`src/rtl/contador_param_pkg.sv`:
```
// Shared FSM state encoding and the pop-count helper used by contador_param.
package contador_param_pkg;

  typedef enum logic {
    S_COUNT = 1'b0,
    S_RESP  = 1'b1
  } state_t;

  localparam int unsigned POP_MAX_W = 32;

  function automatic int unsigned popcount(input logic [POP_MAX_W-1:0] v);
    int unsigned n;
    n = 0;
    for (int unsigned i = 0; i < POP_MAX_W; i++) begin
      if (v[i]) n++;
    end
    return n;
  endfunction

endpackage

```
`src/rtl/contador_canal.sv`:
```
// One pop counter with a sticky overflow flag, plus wrap or saturate behaviour.
module contador_canal
  import contador_param_pkg::*;
#(
  parameter int unsigned CNT_W = 5,
  parameter bit          SAT   = 1'b0
) (
  input  logic             clk,
  input  logic             reset,
  input  logic             inc,
  input  logic             clr_i,
  input  logic             rd_clr,
  input  logic             rd_inc,
  output logic [CNT_W-1:0] cnt,
  output logic             ovf
);

  logic [CNT_W-1:0] cnt_q, cnt_d;
  logic             ovf_q, ovf_d;

  always_comb begin
    cnt_d = cnt_q;
    ovf_d = ovf_q;
    if (clr_i) begin
      cnt_d = '0;
      ovf_d = 1'b0;
    end else if (rd_clr) begin
      // A clearing read restarts the count with this edge's pop.
      cnt_d    = '0;
      cnt_d[0] = rd_inc;
      ovf_d    = 1'b0;
    end else if (inc) begin
      if (&cnt_q) begin
        ovf_d = 1'b1;
        if (!SAT) cnt_d = '0;
      end else begin
        cnt_d = cnt_q + CNT_W'(1);
      end
    end
  end

  always_ff @(posedge clk or negedge reset) begin
    if (!reset) begin
      cnt_q <= '0;
      ovf_q <= 1'b0;
    end else begin
      cnt_q <= cnt_d;
      ovf_q <= ovf_d;
    end
  end

  assign cnt = cnt_q;
  assign ovf = ovf_q;

endmodule

```
`src/rtl/contador_param.sv`:
```
// Per-channel pop counters with a running total, read out over a req/valid
// handshake that is only accepted while the system is idle.
module contador_param
  import contador_param_pkg::*;
#(
  parameter int unsigned FIFO_UNITS  = 4,
  parameter int unsigned INDEX       = 2,
  parameter int unsigned CNT_W       = 5,
  parameter bit          SAT         = 1'b0,
  parameter bit          CLR_ON_READ = 1'b0
) (
  input  logic                   clk,
  input  logic                   reset,
  input  logic [FIFO_UNITS-1:0]  pop,
  input  logic                   IDLE,
  input  logic                   req,
  input  logic [INDEX-1:0]       idx,
  input  logic                   clr,
  output logic [CNT_W-1:0]       cuenta,
  output logic [CNT_W+INDEX-1:0] contador_total,
  output logic                   valid,
  output logic [FIFO_UNITS-1:0]  ovf
);

  localparam int unsigned TOT_W = CNT_W + INDEX;

  state_t           state_q, state_d;
  logic             accept;
  logic [CNT_W-1:0] cnt_w [FIFO_UNITS];
  logic [FIFO_UNITS-1:0] rd_clr_w;
  logic [CNT_W-1:0] sel_cnt;
  logic [TOT_W-1:0] tot_q, tot_d;
  logic [TOT_W:0]   tot_sum;
  logic [CNT_W-1:0] cuenta_q, cuenta_d;
  logic [TOT_W-1:0] total_q, total_d;

  assign accept = req & IDLE;

  for (genvar g = 0; g < FIFO_UNITS; g++) begin : g_canal
    contador_canal #(
      .CNT_W(CNT_W),
      .SAT  (SAT)
    ) u_canal (
      .clk   (clk),
      .reset (reset),
      .inc   (pop[g]),
      .clr_i (clr),
      .rd_clr(rd_clr_w[g]),
      .rd_inc(pop[g]),
      .cnt   (cnt_w[g]),
      .ovf   (ovf[g])
    );
  end

  // Out-of-range idx matches no channel, so it reads back as zero.
  always_comb begin
    sel_cnt  = '0;
    rd_clr_w = '0;
    for (int unsigned i = 0; i < FIFO_UNITS; i++) begin
      if (idx == INDEX'(i)) begin
        sel_cnt     = cnt_w[i];
        rd_clr_w[i] = CLR_ON_READ & accept;
      end
    end
  end

  always_comb begin
    tot_sum = {1'b0, tot_q} + (TOT_W+1)'(popcount(POP_MAX_W'(pop)));
    tot_d   = tot_sum[TOT_W-1:0];
    if (clr)                        tot_d = '0;
    else if (SAT && tot_sum[TOT_W]) tot_d = '1;
  end

  always_comb begin
    state_d  = S_COUNT;
    cuenta_d = cuenta_q;
    total_d  = total_q;
    if (accept) begin
      state_d  = S_RESP;
      cuenta_d = sel_cnt;
      total_d  = tot_q;
    end
    valid = (state_q == S_RESP);
  end

  always_ff @(posedge clk or negedge reset) begin
    if (!reset) begin
      state_q  <= S_COUNT;
      tot_q    <= '0;
      cuenta_q <= '0;
      total_q  <= '0;
    end else begin
      state_q  <= state_d;
      tot_q    <= tot_d;
      cuenta_q <= cuenta_d;
      total_q  <= total_d;
    end
  end

  assign cuenta         = cuenta_q;
  assign contador_total = total_q;

endmodule
```
`config.mk`:
```
export PLATFORM = sky130hd
export DESIGN_NAME = contador_param
export DESIGN_NICKNAME = d
export VERILOG_FILES = /design/src/rtl/contador_param_pkg.sv /design/src/rtl/contador_canal.sv /design/src/rtl/contador_param.sv
export SDC_FILE = /design/constraint.sdc
export NUM_CORES = 1
export LEC_CHECK = 0
export CORE_UTILIZATION = 51
export DETAILED_ROUTE_END_ITERATION = 10
export GPL_TIMING_DRIVEN = 1
export HOLD_SLACK_MARGIN = 0.1
export PLACE_DENSITY = 0.71
export SLEW_MARGIN = 20
export SYNTH_ARGS = -nofsm -noshare
export SYNTH_HDL_FRONTEND = slang
export SYNTH_SLANG_ARGS = --single-unit
```
`constraint.sdc`:
```
create_clock -name clk -period 3.82 [get_ports clk]
set_input_delay 0.573 -clock clk [delete_from_list [all_inputs] [get_ports clk]]
set_output_delay 0.573 -clock clk [all_outputs]
set_load 0.005 [all_outputs]
```
==> implementation parameters <==
Parameter                              Value

Synth
  Share of the yosys chip area belonging to registers    47.1%
  Cell area after synthesis    0.00234 sq mm
  Post-synth cell types    33
  Proportion of register bits with asynchronous set or reset after synthesis    100%
  Number of storage elements in the synthesis netlist    44
  Most instantiated flip-flop cell in the synthesis netlist    sky130_fd_sc_hd__dfrtp_1
  Cell types with the largest area share after synthesis    sky130_fd_sc_hd__dfrtp_1 (47%), sky130_fd_sc_hd__ha_1 (9.6%), sky130_fd_sc_hd__mux2_2 (5.8%)
  Total nets after synthesis    245
  Number of cells produced by synthesis    215
  Count of warnings emitted by yosys    0
  Syn Area/Cell    10.9 sq um
  Count of flip-flops with a built-in enable after synthesis    0
  Library cell with the largest summed area after synthesis    sky130_fd_sc_hd__dfrtp_1
  Fraction of post-synthesis cell area in the top cell type by area    47.1%

Drt
  Drt first-iter violations    87
  Final wirelength    4140 um
  First-pass detailed-route iteration total    4
  Vias per inst    5.37
  Routed via count    1574
  DRC violation count after routing    0
  Count of antenna-violating nets left after detailed routing    0
  Routed length per instance    14.1 um

Timing
  Setup repair after global routing missed its margin    no
  Highest clock frequency the design can meet    318 MHz
  Max-Slew Margin vs Limit    60.8%
  Crit share post-route    82.3%
  Count of final hold-check violations    0
  Transition at the pin with the smallest max-transition slack    0.588 ns
  Final setup viols    0
  Setup skew after layout    0.00559 ns
  Time the worst path needs with I/O delays and setup    3.14 ns
  Post-Route Setup TNS    0 ns
  Slew Limit Fails    0
  Slack of the critical path    0.675 ns

GRT
  Busiest layer in global routing    met2
  Remaining global-route overflow    0
  Number of antenna violations at the first check in global routing    0
  Vias in the first global route    1598
  Wire length of the first global-routing pass    7310 um
  Maximum number of pins on one net before global-route repair    45
  GR met1 Demand/Resource    26.1%
  Global-route met3 utilization    3.78%
  GR Layer Usage met2    30.2%
  GRT Util Overall    19.3%

Clock network
  Clock tree from TritonCTS    yes
  Clk sink count    44
  Clock buffers created by TritonCTS    5
  Insertion delay of the later-clocked pin in the worst-skew pair    0.30 ns
  Number of buffers inserted by post-CTS setup repair    0
  Depth of the CTS H-tree    2
  CTS Hold Buffers Added    0
  Clock root cell    sky130_fd_sc_hd__clkbuf_8
  Number of cells upsized or downsized after cts    0
  Clock-pin slew on the worst setup and hold paths    0.08 ns
  Buffer levels on the longest clock path    2

Power and ir drop
  Flop pwr share    50.5%
  Net load switching power    298 uW
  Int Power    795 uW
  Leakage Power    0.00132 uW
  Relative contribution of the clock network to total power    26.8%
  Power density of the placed cells    401 mW/mm^2
  Worst supply voltage drop on vdd    0.243 mV
  Net Sw Frac    27.3%
  Part of the total power dissipated in combinational logic    22.7%

Critical path
  Maximum fanout along the worst path    4
  Class of the most critical setup path    input port to flip-flop
  Worst EP arrival    3.35 ns
  Worst-case reg-to-reg path depth    7
  Critical Path End Type    flip-flop
  Required arrival time at the worst endpoint    4.03 ns
  Startpoint kind of the worst setup timing path    input port

Floorplanning
  Number of ports placed on the die boundary    28
  Overall die area    0.00486 sq mm
  Die span in y    69.7 um
  Core Rows    24
  Die Span X    69.7 um
  Core Box Area    0.00438 sq mm
  Initial core utilization    53.4%

Placement
  Detailed placer's ending HPWL    2970 um
  Placer Congestion    0.822
  Port Buffer Count    27
  Pre-CTS WS    0.385 ns

Min path
  Type of the tightest min-delay check    input port to asynchronous set/reset pin

Cells and area
  Most common cell after layout, fill and taps aside    sky130_fd_sc_hd__dfrtp_1
  Area added between synthesis and finish    16.6%
  Number of nets in the finished design    270
  Commonest non-fill, non-tap cells in the layout    sky130_fd_sc_hd__dfrtp_1 (44), sky130_fd_sc_hd__nor2_1 (34), sky130_fd_sc_hd__clkdlybuf4s50_1 (25), sky130_fd_sc_hd__ha_1 (18), sky130_fd_sc_hd__a21oi_1 (14)
  Fraction of final layout cells sized beyond drive strength 1    12.4%
  Antenna Diode Count    0

Run status
  Run status    finished, final reports clean

Flow run
  Max-cap viol count    0
## Yosys cell counts (5+ instances only)
master                    number
sky130_fd_sc_hd__inv_1        10
sky130_fd_sc_hd__mux4_2        5
sky130_fd_sc_hd__o21ai_0      12
sky130_fd_sc_hd__and3_1        7
sky130_fd_sc_hd__dfrtp_1      44
sky130_fd_sc_hd__a21oi_1      14
sky130_fd_sc_hd__nor2_1       34
sky130_fd_sc_hd__ha_1         18
sky130_fd_sc_hd__mux2i_1       9
sky130_fd_sc_hd__mux2_2       12
sky130_fd_sc_hd__nand2_1       5
## logic make-up (layout without fill, tap and decap cells)
group | after synthesis | in the layout | synth area share [%]
AOI/OAI and AO/OA | 34 | 34 | 8.02
adders and majority gates | 19 | 19 | 10.5
muxes | 26 | 26 | 14.4
and+or+nand+nor | 61 | 61 | 12.1
other | 1 | 1 | 0.160
buffers and inverters | 22 | 48 | 4.71
DFF | 44 | 44 | 47.1
xor gates and xnor gates | 8 | 8 | 2.99
## sequential cells by signal (all words and copies together), names as in the netlist
signal and flops:
cuenta 5, contador_total 7, g_canal.u_canal.ovf 4, valid 1, tot_q 7, g_canal.u_canal.cnt 20
## power by group through the flow
stage	registers [uW]	clock network, uW	logic, uW
after global placement	559	0	242
after global routing	560	327	284
after CTS	552	303	247
final	552	293	248
after floorplan	556	0	148
after detailed placement	561	0	245
## path summary, 6_finish.rpt
kind,startpoint,end,slack (ns)
min in group clk,contador_total[1]$_DFFE_PN0P_,contador_total[1]$_DFFE_PN0P_,0.48
setup reg to reg,tot_q[0]$_DFF_PN0_,tot_q[4]$_DFF_PN0_,2.09
setup / recovery,pop[0],tot_q[4]$_DFF_PN0_,0.68
max in group asynchronous,reset,g_canal[2].u_canal.cnt[1]$_DFFE_PN0P_,3.10
hold reg to reg,contador_total[1]$_DFFE_PN0P_,contador_total[1]$_DFFE_PN0P_,0.48
hold / removal,reset,valid$_DFF_PN0_,0.24
## final cells by class
cell class / count / area, sq um
clock buffer: 6 / 82.6
sequential: 44 / 1100
inverter: 10 / 37.5
timing repair buffer: 30 / 303
clock inverter: 2 / 10.0
tap: 52 / 65.1
fill: 386 / 1660
multi-input combinational: 149 / 1130
## critical path, stage by stage
cell and delay, ns:
sky130_fd_sc_hd__clkdlybuf4s50_1 0.50, sky130_fd_sc_hd__inv_1 0.09, sky130_fd_sc_hd__ha_1 0.33, sky130_fd_sc_hd__xor2_1 0.18
sky130_fd_sc_hd__ha_1 0.31, sky130_fd_sc_hd__nand2_1 0.04, sky130_fd_sc_hd__o21ai_0 0.12, sky130_fd_sc_hd__inv_1 0.10
sky130_fd_sc_hd__fa_1 0.43, sky130_fd_sc_hd__nand2b_1 0.17, sky130_fd_sc_hd__a21boi_0 0.24, sky130_fd_sc_hd__nor3_1 0.08
sky130_fd_sc_hd__nor3_1 0.19
## routing by layer
metal / routed length [um] / vias up
met4: 81 / 0
li1: - / 788
met1: 2050 / 749
met5: 0 / -
met3: 126 / 8
met2: 1880 / 29
## stage by stage
step	power [uW]	cell area, sq um	instances	util [%]	hold WS [ns]
final	1090	2730	293	62.2	0.238
after global routing	1170	2730	293	62.2	0.270
after CTS	1100	2700	292	61.6	0.460
after detailed placement	806	2610	284	59.5	0.469
after global placement	802	2610	284	59.6	0.464
after floorplan	704	2340	215	-	0.277
Power figures use the tool's default switching activity.
